[config.mk]
export PLATFORM = sky130hd
export DESIGN_NAME = arb_rr8
export DESIGN_NICKNAME = d
export VERILOG_FILES = /design/src/rtl/arb_pkg.sv /design/src/rtl/onehot_enc8.sv /design/src/rtl/arb_rr8.sv
export SDC_FILE = /design/constraint.sdc
export NUM_CORES = 1
export LEC_CHECK = 0
export ABC_CLOCK_PERIOD_IN_PS = 3300
export BUFFER_PORTS_ARGS = -buffer_cell sky130_fd_sc_hd__buf_4
export CAP_MARGIN = 10
export CORE_ASPECT_RATIO = 1.25
export CORE_MARGIN = 3
export CORE_UTILIZATION = 23
export DETAILED_ROUTE_END_ITERATION = 16
export PLACE_DENSITY = 0.5
export SYNTH_ARGS = -nofsm -noshare
export SYNTH_HDL_FRONTEND = slang
export SYNTH_SLANG_ARGS = --single-unit
[constraint.sdc]
create_clock -name clk -period 3.3 [get_ports clk]
set_input_delay 0.495 -clock clk [delete_from_list [all_inputs] [get_ports clk]]
set_output_delay 0.495 -clock clk [all_outputs]
set_load 0.05 [all_outputs]
[src/rtl/arb_pkg.sv]
// Shared constants, state type and round-robin pick helper for the arb_rr8 slice.
package arb_pkg;

    localparam int unsigned N_REQ              = 8;
    localparam int unsigned IDX_W              = 3;
    localparam int unsigned DEF_TIMEOUT_CYCLES = 16;

    typedef enum logic {
        IDLE = 1'b0,
        BUSY = 1'b1
    } arb_state_e;

    // Rotate req so that bit 0 is the ptr position, take the lowest set bit,
    // then add ptr back; the 3-bit sum wraps 7->0 naturally.
    function automatic logic [IDX_W-1:0] rr_pick(input logic [N_REQ-1:0] req,
                                                 input logic [IDX_W-1:0] ptr);
        logic [2*N_REQ-1:0] dbl;
        logic [N_REQ-1:0]   rot;
        logic [IDX_W-1:0]   off;
        dbl = {req, req} >> ptr;
        rot = dbl[N_REQ-1:0];
        off = '0;
        for (int unsigned i = N_REQ; i > 0; i--) begin
            if (rot[i-1]) off = IDX_W'(i - 1);
        end
        return ptr + off;
    endfunction

endpackage

[src/rtl/onehot_enc8.sv]
// One-hot to binary encoder for the arbiter grant; output forced to 0 when en is low.
module onehot_enc8 (
    input  logic [7:0] a,
    input  logic       en,
    output logic [2:0] y
);

    always_comb begin
        y = '0;
        if (en) begin
            for (int unsigned i = 0; i < 8; i++) begin
                if (a[i]) y = y | 3'(i);
            end
        end
    end

endmodule

[src/rtl/arb_rr8.sv]
// 8-way round-robin arbiter with grant hold until done or request drop.
// Optional forced release after TIMEOUT_CYCLES busy cycles when ARB_TIMEOUT_EN is defined.
module arb_rr8
    import arb_pkg::*;
#(
    parameter int unsigned TIMEOUT_CYCLES = DEF_TIMEOUT_CYCLES
) (
    input  logic             clk,
    input  logic             rst_n,
    input  logic [N_REQ-1:0] req,
    input  logic             done,
    output logic [N_REQ-1:0] grant,
    output logic [IDX_W-1:0] gnt_idx,
    output logic             gnt_valid,
    output logic             timeout
);

    arb_state_e       state, state_nxt;
    logic [N_REQ-1:0] grant_nxt;
    logic [IDX_W-1:0] ptr, ptr_nxt;
    logic             timeout_nxt;
    logic             expired;
    logic             held_req;

    assign gnt_valid = (state == BUSY);
    assign held_req  = req[gnt_idx];

    onehot_enc8 u_enc (
        .a  (grant),
        .en (gnt_valid),
        .y  (gnt_idx)
    );

`ifdef ARB_TIMEOUT_EN
    localparam int unsigned CNT_W = $clog2(TIMEOUT_CYCLES + 1);
    logic [CNT_W-1:0] cnt;

    // cnt holds (busy cycle number - 1); it is cleared while idle so it starts at 0 on entry.
    assign expired = (cnt == CNT_W'(TIMEOUT_CYCLES - 1));

    always_ff @(posedge clk or negedge rst_n) begin
        if (!rst_n)              cnt <= '0;
        else if (state == IDLE)  cnt <= '0;
        else                     cnt <= cnt + 1'b1;
    end
`else
    // Parameter kept for interface compatibility; unused in this build.
    logic unused_timeout_cfg;
    assign unused_timeout_cfg = ^TIMEOUT_CYCLES;
    assign expired            = 1'b0;
`endif

    always_ff @(posedge clk or negedge rst_n) begin
        if (!rst_n) begin
            state   <= IDLE;
            grant   <= '0;
            ptr     <= '0;
            timeout <= 1'b0;
        end else begin
            state   <= state_nxt;
            grant   <= grant_nxt;
            ptr     <= ptr_nxt;
            timeout <= timeout_nxt;
        end
    end

    always_comb begin
        state_nxt   = state;
        grant_nxt   = grant;
        ptr_nxt     = ptr;
        timeout_nxt = 1'b0;
        case (state)
            IDLE: begin
                grant_nxt = '0;
                if (|req) begin
                    grant_nxt = N_REQ'(1) << rr_pick(req, ptr);
                    state_nxt = BUSY;
                end
            end
            BUSY: begin
                if (done || !held_req || expired) begin
                    grant_nxt   = '0;
                    state_nxt   = IDLE;
                    ptr_nxt     = gnt_idx + 1'b1;
                    // A natural release on the same edge wins over the forced one.
                    timeout_nxt = expired && !done && held_req;
                end
            end
            default: begin
                state_nxt = IDLE;
                grant_nxt = '0;
            end
        endcase
    end

endmodule
-- Yosys cells after proc, flatten, opt, wreduce, memory -nomap -nowiden
Cells that the tools add are included.
- register bits after elaboration: 12
- input bits: 11
- output and inout port bits: 13
- word-level logic and storage cells: 40
- order comparisons: 1
- equality and inequality tests: 1
- bitwise logic cells: 1
- add/subtract/negate cells: 2
- shift operators: 2
- mux-type cells: 26
- reductions and logical operators: 4
- operators by type and width (kind ; count):
    two-way mux 3 bit ; 15
    two-way mux 8 bit ; 2
    one-hot mux 8 bit (2 select lines) ; 1
    right shift 16 x 3 -> 8 bit ; 1
    OR reduction 8 bit ; 1
    << shifter 1 x 3 -> 8 bit, first input constant ; 1
    less-than comparator 3 x 4 -> 1 bit, second input constant ; 1
    two-way mux 1 bit ; 4
    two-way mux 2 bit ; 2
    adder 3 x 1 -> 3 bit, second input constant ; 1
    adder 3 bit ; 1
    binary-select mux 1 bit (select 3 bit) ; 1
    != test 2 x 1 -> 1 bit, second input constant ; 1
    one-hot mux 1 bit (2 select lines) ; 1
    AND reduction 2 bit ; 1
    zero test 1 bit ; 1
    logical OR 1 bit ; 1
    inverter 1 bit ; 1

-- Depth between registers and ports, before layout
Gate-level depths: netlist of the first run.
- word-level depth: 15
- mapped depth: 15
- gate-level depth less buffers: 13

-- Modules after synthesis
From an unflattened synthesis of the first run, not the netlist that was laid out.
- cell total of the unflattened synthesis: 186
- area, all modules: 1632.8 um2
- by module, submodules not included (module ; area an instance (um2) ; seq. area each (um2) ; times used ; cells an instance):
    arb_rr8 ; 1599.0 ; 300.3 ; 1 ; 183
    onehot_enc8 ; 33.8 ; 0.0 ; 1 ; 3

-- Worst setup path before layout of the first run
No wires, ideal clock.
- path kind: in2reg
- start: in req[4]
- end: reg grant[7]
- arrival time: 3.093 ns
- buffers on the path: 2
- setup time: 0.140 ns
- setup slack: 0.067 ns
- data required time: 3.160 ns
- stages: 14
- cells stage by stage: clkbuf_1 > mux4_2 > nand2b_1 > a21oi_1 > nor2_1 > o31ai_1 > ha_1 > inv_1 > fa_1 > buf_1 > nor2_1 > and2_1 > o2111ai_1 > o221ai_1
- cells in the longest elaborated chain, start to end: 15
- elaborated cells on any way between the ends: 21
- classes of those cells: 1 x add/sub; 1 x eq/ne; 2 x shift; 14 x mux; 3 x reduce/logical
- ends and longest elaborated chain (item ; RTL line ; RTL):
    from (decl) ; arb_rr8.sv:10 ; input logic [N_REQ-1:0] req,
    right shift 16 x 3 -> 8 bit ; arb_pkg.sv:20 ; dbl = {req, req} >> ptr;
    two-way mux 3 bit (8 in series) ; arb_pkg.sv:24 ; if (rot[i-1]) off = IDX_W'(i - 1);
    two-way mux 3 bit ; arb_rr8.sv:75 ; if (|req) begin
    two-way mux 3 bit ; arb_rr8.sv:72 ; case (state)
    adder 3 bit ; arb_pkg.sv:26 ; return ptr + off;
    << shifter 1 x 3 -> 8 bit ; arb_rr8.sv:76 ; grant_nxt = N_REQ'(1) << rr_pick(req, ptr);
    two-way mux 8 bit ; arb_rr8.sv:75 ;
    one-hot mux 8 bit (2 select lines) ; arb_rr8.sv:72 ;
    to (signal assigned) ; arb_rr8.sv:61 ; grant <= grant_nxt;
    to (decl) ; arb_rr8.sv:12 ; output logic [N_REQ-1:0] grant,
Several ways; a longest one is shown, not always the timed one. The select of a mux whose other input is x is not followed.
A chain may end at the register's enable or synchronous reset.

-- Final worst setup path of the first run
- start: reg ptr[0]
- end: reg grant[5]
- cells in the longest elaborated chain, start to end: 15
- ends and longest elaborated chain (item ; RTL line ; RTL):
    from (decl) ; arb_rr8.sv:20 ; logic [IDX_W-1:0] ptr, ptr_nxt;
    from (signal assigned) ; arb_rr8.sv:62 ; ptr <= ptr_nxt;
    right shift 16 x 3 -> 8 bit ; arb_pkg.sv:20 ;
    two-way mux 3 bit (8 in series) ; arb_pkg.sv:24 ;
    two-way mux 3 bit ; arb_rr8.sv:75 ;
    two-way mux 3 bit ; arb_rr8.sv:72 ;
    adder 3 bit (*) ; arb_pkg.sv:26 ;
    << shifter 1 x 3 -> 8 bit (*) ; arb_rr8.sv:76 ;
    two-way mux 8 bit (*) ; arb_rr8.sv:75 ;
    one-hot mux 8 bit (2 select lines) (*) ; arb_rr8.sv:72 ;
Mark *: on every way between the ends. The rest lies on a longest branch, timed or not. The select of a mux whose other input is x is not followed.

==> reports/qor.yml, run 1 <==
hold_path:
  hp-class: "primary input to asynchronous set/reset pin"
routing:
  vias: 1680
  drt_wl_total_um: 4920
  drt-initial-drc-count: 94
  drt_pre_antenna_iters: 4
  wire_per_inst_um: 15.4
  ant_nets: 0
  avgViaCountPerCell: 5.25
  drcViolationCount: 0
grt:
  antenna_found_initial: 0
  grt_pass1_vias: 1649
  grt_max_degree: 14
  grtUsageTotal: 0.120
  overflow: 0
  grt_pass1_wl_um: 8090
clock_tree:
  clockRootBuffer: "clkbuf_8"
  clkTransAtPathRegs_ns: 0.06
  clk_latency_ns: 0.24
  clock_path_buffers: 2
  cts_tree: "done"
  hold_buffers: 0
  htreeDepth: 1
  cts_buffers: 3
  cts_num_sinks: 12
run:
  cap_violations: 0
yosys:
  syn_inst: 194
  ys_types: 59
  syn_area_um2: 1660
  synthTopCellsByArea: "dfrtp_1 18%, nor3_1 5.4%, mux2i_1 4.2%"
  yosysSeqAreaShare: 0.181
  synth_flop_cell: "dfrtp_1"
  synth_top_area_share: 0.181
  syn_nets: 208
  synth_top_cell_by_area: "dfrtp_1"
  synth_edf_count: 0
  avgSynthCellArea_um2: 8.57
  ys_ff_latch: 12
  async_reset_ff_frac: 1.00
  ys_warn_count: 0
final_layout:
  insertedDiodeCount: 0
  fin_nets: 246
  drive_above_1_share: 0.409
  synthToLayoutAreaGrowth_pct: 30.5
  final_util: 0.311
  fillCellCount: 751
  final_cell_area_um2: 2170
power:
  power_density_nw_per_um2: 1230
  p_leak_nw: 0.869
  swShare: 0.528
  switchingPower_w: 0.00141
  clkPwrFrac: 0.051
  p_comb_frac: 0.837
  seqPwrFrac: 0.112
  p_total_w: 0.00266
  peakVddDrop_v: 0.000513
  internal_power_w: 0.00125
timing:
  fmax_ghz: 0.317
  fin_ws_ns: 0.147
  setup_viol: 0
  finClkSkew_ns: 0.00690
  period_needed_ns: 3.15
  hold_violations: 0
  max_slew_margin: 0.445
  grt_setup_unrepaired: "false"
  tightestPinTransition_ns: 0.821
  finalCritPeriodShare: 0.955
  whs_ns: 0.0886
  final_max_slew_viol_count: 0
critical_path:
  critPathLaunchType: "flip-flop"
  r2r_cells: 12
  crit_fanout: 4
  path_class: "flip-flop to flip-flop"
  crit_arrival_ns: 3.24
  r2r_setup_slack_ns: 0.15
  critPathCaptureType: "flip-flop"
  cp_data_required_time_ns: 3.38
floorplanning:
  die_area_um2: 8290
  rows: 34
  die_h_um: 101
  die_w_um: 82.1
  coreArea_um2: 6980
  floorplan.initialDensity: 0.238
  pin_count: 24
placement:
  gp_congestion: 0.794
  dp.final_hpwl_um: 3690
  port_buffers: 22
  dpl_cell_area_um2: 2030
  place_ws_ns: -0.0340
status:
  status: "finished, final reports clean"
[registers in the layout (all words and copies together), names as in the netlist]
| name | cells |
|---|---|
| ptr | 3 |
| gnt_valid | 1 |
| grant | 8 |
[repair_timing]
item	in CTS	in global routing
setup endpoints to repair	4	8
gates resized for setup	1	14
hold endpoints to repair	0	0
setup buffers	0	3
pin swaps	0	1
[routing by layer]
layer,GRT usage,part of all wire,vias to the layer above
met1,0.171,0.48,824
met2,0.189,0.48,33
li1,-,-,817
met3,0.0215,0.035,6
met5,0,0,-
met4,0.0217,0.012,0
[synthesized netlist by cell type (2+ instances only)]
master,count
xor2_1,2
clkbuf_1,3
nor3b_2,4
nand2b_1,5
and3_1,4
a221oi_2,2
a211oi_1,4
nor3_2,2
buf_4,5
nor3b_1,4
nor2b_1,4
nor2_1,5
and2_1,6
inv_1,14
nand3_1,4
mux4_2,2
dfrtp_1,12
nand2_1,7
o221ai_1,8
a21oi_1,5
or4_1,3
buf_6,2
mux2i_1,7
o2111ai_1,8
buf_2,9
nor4_1,7
o21ai_0,5
ha_1,2
nor3_1,18
mux2_1,2
[power groups by stage]
stage	Combinational, W	Sequential [W]	Clock [W]
after detailed placement	0.00206	0.000313	0
after global placement	0.00208	0.000311	0
after CTS	0.00208	0.000313	0.000140
after floorplan	0.00136	0.000383	0
final	0.00223	0.000298	0.000136
after global routing	0.00240	0.000310	0.000147
[critical path, stage by stage, from the launching register on]
cell and delay, ns:
dfrtp_1 0.42, mux4_2 0.57, a211oi_4 0.30, a21oi_2 0.06, o31ai_2 0.29, ha_2 0.22, inv_1 0.04, fa_2 0.37
xor2_2 0.17, buf_4 0.15, and3_1 0.17, o2111ai_2 0.08, o221ai_1 0.14
[placed cells by master (no fill, tap or decap), types with 2 or more instances in the layout]
master,count
a211oi_1,3
a21oi_1,4
a21oi_2,2
a221oi_2,2
and2_1,6
and3_1,4
buf_4,51
clkbuf_8,3
dfrtp_1,11
inv_1,14
mux2_1,2
mux2i_1,7
mux4_2,2
nand2_1,7
nand2b_1,5
nand3_1,4
nor2_1,5
nor2b_1,3
nor3_1,16
nor3_2,4
nor3b_1,4
nor3b_2,4
nor4_1,7
o2111ai_1,7
o21ai_0,4
o221ai_1,8
or4_1,3
[kinds of logic (layout without fill, tap and decap cells)]
| logic type | after synthesis | in the layout | share of synthesized area |
|---|---|---|---|
| simple gates | 81 | 81 | 0.321 |
| compound gates | 47 | 47 | 0.252 |
| buf+inv | 34 | 70 | 0.104 |
| mux | 13 | 13 | 0.0978 |
| flops | 12 | 12 | 0.181 |
| fa+ha+maj | 3 | 3 | 0.0271 |
| xor+xnor | 3 | 3 | 0.0158 |
| other cells | 1 | 1 | 0.00226 |
[worst paths after layout]
check	from	to
max	ptr[0]$_DFFE_PN0P_	grant[5]$_DFFE_PN0P_
min	rst_n	grant[1]$_DFFE_PN0P_
max reg2reg	ptr[0]$_DFFE_PN0P_	grant[5]$_DFFE_PN0P_
min reg2reg	grant[0]$_DFFE_PN0P_	grant[0]$_DFFE_PN0P_
max in group asynchronous	rst_n	ptr[1]$_DFFE_PN0P_
min in group clk	grant[0]$_DFFE_PN0P_	grant[0]$_DFFE_PN0P_
[per-stage QoR]
stage | instances | setup TNS [ns]
floorplan | 194 | 0
global placement | 314 | -0.0749
detailed placement | 314 | -0.0340
CTS | 317 | 0
global route | 320 | 0
finish | 320 | 0
[final cells by class]
| class | instances | area [um^2] | share of cell area |
|---|---|---|---|
| tap | 90 | 113 | 0.0519 |
| inverter | 14 | 52.6 | 0.0242 |
| multi-input combinational | 148 | 1250 | 0.578 |
| clock buffer | 3 | 41.3 | 0.0190 |
| sequential | 12 | 302 | 0.139 |
| timing repair buffer | 53 | 408 | 0.188 |
Note: power is estimated with default switching activity, not from simulation.
==> run 2, diff against run 1 <==
BUFFER_PORTS_ARGS = -buffer_cell sky130_fd_sc_hd__buf_2   (was -buffer_cell sky130_fd_sc_hd__buf_4)
==> reports/qor.yml, run 2 (synthesis gave the netlist of run 1 again) <==
power:
  internal_power_w: 0.00123  # -1.7%
  power_density_nw_per_um2: 1230  # +0.56%
  seqPwrFrac: 0.112  # about the same
  p_leak_nw: 0.880  # +1.2%
  clkPwrFrac: 0.052  # about the same
  switchingPower_w: 0.00141  # +0.30%
  p_comb_frac: 0.836  # about the same
  peakVddDrop_v: 0.000585  # +14%
  swShare: 0.534  # +0.00513
routing:
  drt_pre_antenna_iters: 4  # unchanged
  vias: 1686  # +0.36%
  wire_per_inst_um: 15.7  # +1.8%
  drt_wl_total_um: 5060  # +2.8%
  drt-initial-drc-count: 60  # -36%
  drcViolationCount: 0  # unchanged
  avgViaCountPerCell: 5.22  # -0.57%
  ant_nets: 0  # unchanged
final_layout:
  largest_register: "grant"
  layout_common_cells: "32 x buf_4, 22 x buf_2, 16 x nor3_1"
  final_common_cell: "buf_4"
  insertedDiodeCount: 0  # unchanged
  drive_above_1_share: 0.421  # +0.0119
  synthToLayoutAreaGrowth_pct: 28.9
  largest_reg_flops: 8  # unchanged
  fin_nets: 249  # +1.2%
placement:
  dp.final_hpwl_um: 3800  # +2.8%
  port_buffers: 22  # unchanged
  gp_congestion: 0.791  # -0.43%
  place_ws_ns: -0.0957  # -0.0617 ns
timing:
  finalCritPeriodShare: 0.969  # +0.0137
  tightestPinTransition_ns: 0.757  # -0.0640 ns
  grt_setup_unrepaired: "true"
  finClkSkew_ns: 0.00559  # -0.00130 ns
  fmax_ghz: 0.313  # -1.4%
  fin_ws_ns: 0.102  # -0.0451 ns
  setup_viol: 0  # unchanged
  hold_violations: 0  # unchanged
  final_max_slew_viol_count: 0  # unchanged
  fin_tns_setup_ns: 0  # unchanged
  max_slew_margin: 0.489  # +0.0432
  period_needed_ns: 3.20  # +0.0451 ns
clock_tree:
  htreeDepth: 1  # unchanged
  clkTransAtPathRegs_ns: 0.06  # about the same
  clock_path_buffers: 2  # unchanged
  cts_tree: "done"
  clockRootBuffer: "clkbuf_8"
  hold_buffers: 0  # unchanged
  clk_latency_ns: 0.25  # about the same
  cts_num_sinks: 12  # unchanged
  cts_buffers: 3  # unchanged
critical_path:
  critPathLaunchType: "flip-flop"
  path_class: "flip-flop to flip-flop"
  cp_data_required_time_ns: 3.40  # +0.02 ns
  worstReg2RegStart: "ptr[1]$_DFFE_PN0P_"
  crit_arrival_ns: 3.30  # +0.06 ns
  crit_fanout: 4  # unchanged
  critPathCaptureType: "flip-flop"
  worstSetupStartpoint: "ptr[1]$_DFFE_PN0P_"
grt:
  grt_max_degree: 18  # +4
  antenna_found_initial: 0  # unchanged
  grt_use_met1: 0.175  # +0.00400
  grt_pass1_vias: 1659  # +0.61%
  overflow: 0  # unchanged
  busiest_layer: "met2"
  grt_util_met2: 0.207  # +0.0180
  grtUsageTotal: 0.127  # +0.00714
  met3_usage: 0.0242  # +0.00268
  grt_pass1_wl_um: 8330  # +3.0%
floorplanning:
  die_h_um: 101  # unchanged
  die_area_um2: 8290  # unchanged
  rows: 34  # unchanged
  pin_count: 24  # unchanged
  die_w_um: 82.1  # unchanged
  coreArea_um2: 6980  # unchanged
  floorplan.initialDensity: 0.238  # unchanged
status:
  status: "finished, final reports clean"
hold_path:
  hp-class: "primary input to asynchronous set/reset pin"
run:
  cap_violations: 0  # unchanged
run 2: worst paths after layout:
kind,cells after the start,slack [ns],to
min reg2reg,2,0.60,grant[0]$_DFFE_PN0P_
max reg2reg,15,0.10,grant[5]$_DFFE_PN0P_
min in group clk,2,0.60,grant[0]$_DFFE_PN0P_
max in group asynchronous,1,2.91,ptr[1]$_DFFE_PN0P_
min,1,0.13,grant[5]$_DFFE_PN0P_
max,15,0.10,grant[5]$_DFFE_PN0P_
run 2: per-layer routing:
metal | vias to the layer above | share of wire
met5 | - | 0
met4 | 0 | 0.0079
met3 | 6 | 0.035
met2 | 34 | 0.51
met1 | 817 | 0.45
li1 | 829 | -
run 2: metrics by stage:
stage	hold WS (ns)	util	area [um^2]	total power, W	std cells
2_1_floorplan	0.199	-	1660	0.00174	194
3_3_place_gp	0.402	0.285	1990	0.00235	316
3_5_place_dp	0.405	0.285	1990	0.00233	316
4_1_cts	0.139	0.291	2030	0.00248	319
5_1_grt	0.145	0.307	2140	0.00286	323
6_report	0.132	0.307	2140	0.00264	323
run 2: worst max-delay path, cell delays in order (launching register included):
cell       delay, ns
dfrtp_2         0.43
buf_12          0.14
buf_4           0.12
mux2i_1         0.22
mux2i_1         0.17
a211oi_2        0.23
a21oi_2         0.06
o31ai_2         0.30
ha_2            0.21
inv_1           0.05
fa_2            0.40
xor2_2          0.18
buf_4           0.15
and3_1          0.15
o2111ai_1       0.10
o221ai_1        0.14
run 2: repair_timing:
action,CTS,global route
endpoints found under the setup margin,8,8
resized for setup,1,18
buffers inserted,0,4
pin swaps,0,4
run 2: power groups by stage:
stage	Sequential, W	Clock, W	Combinational, W
finish	0.000295	0.000138	0.00221
detailed placement	0.000307	0	0.00203
global route	0.000304	0.000149	0.00241
floorplan	0.000383	0	0.00136
global placement	0.000307	0	0.00204
CTS	0.000304	0.000142	0.00204
run 2: cell type report:
| class | count | area [um^2] |
|---|---|---|
| clock buffer | 3 | 41.3 |
| inverter | 14 | 52.6 |
| tap | 90 | 113 |
| sequential | 12 | 302 |
| multi-input combinational | 148 | 1250 |
| fill | 784 | 4830 |
| timing repair buffer | 56 | 382 |
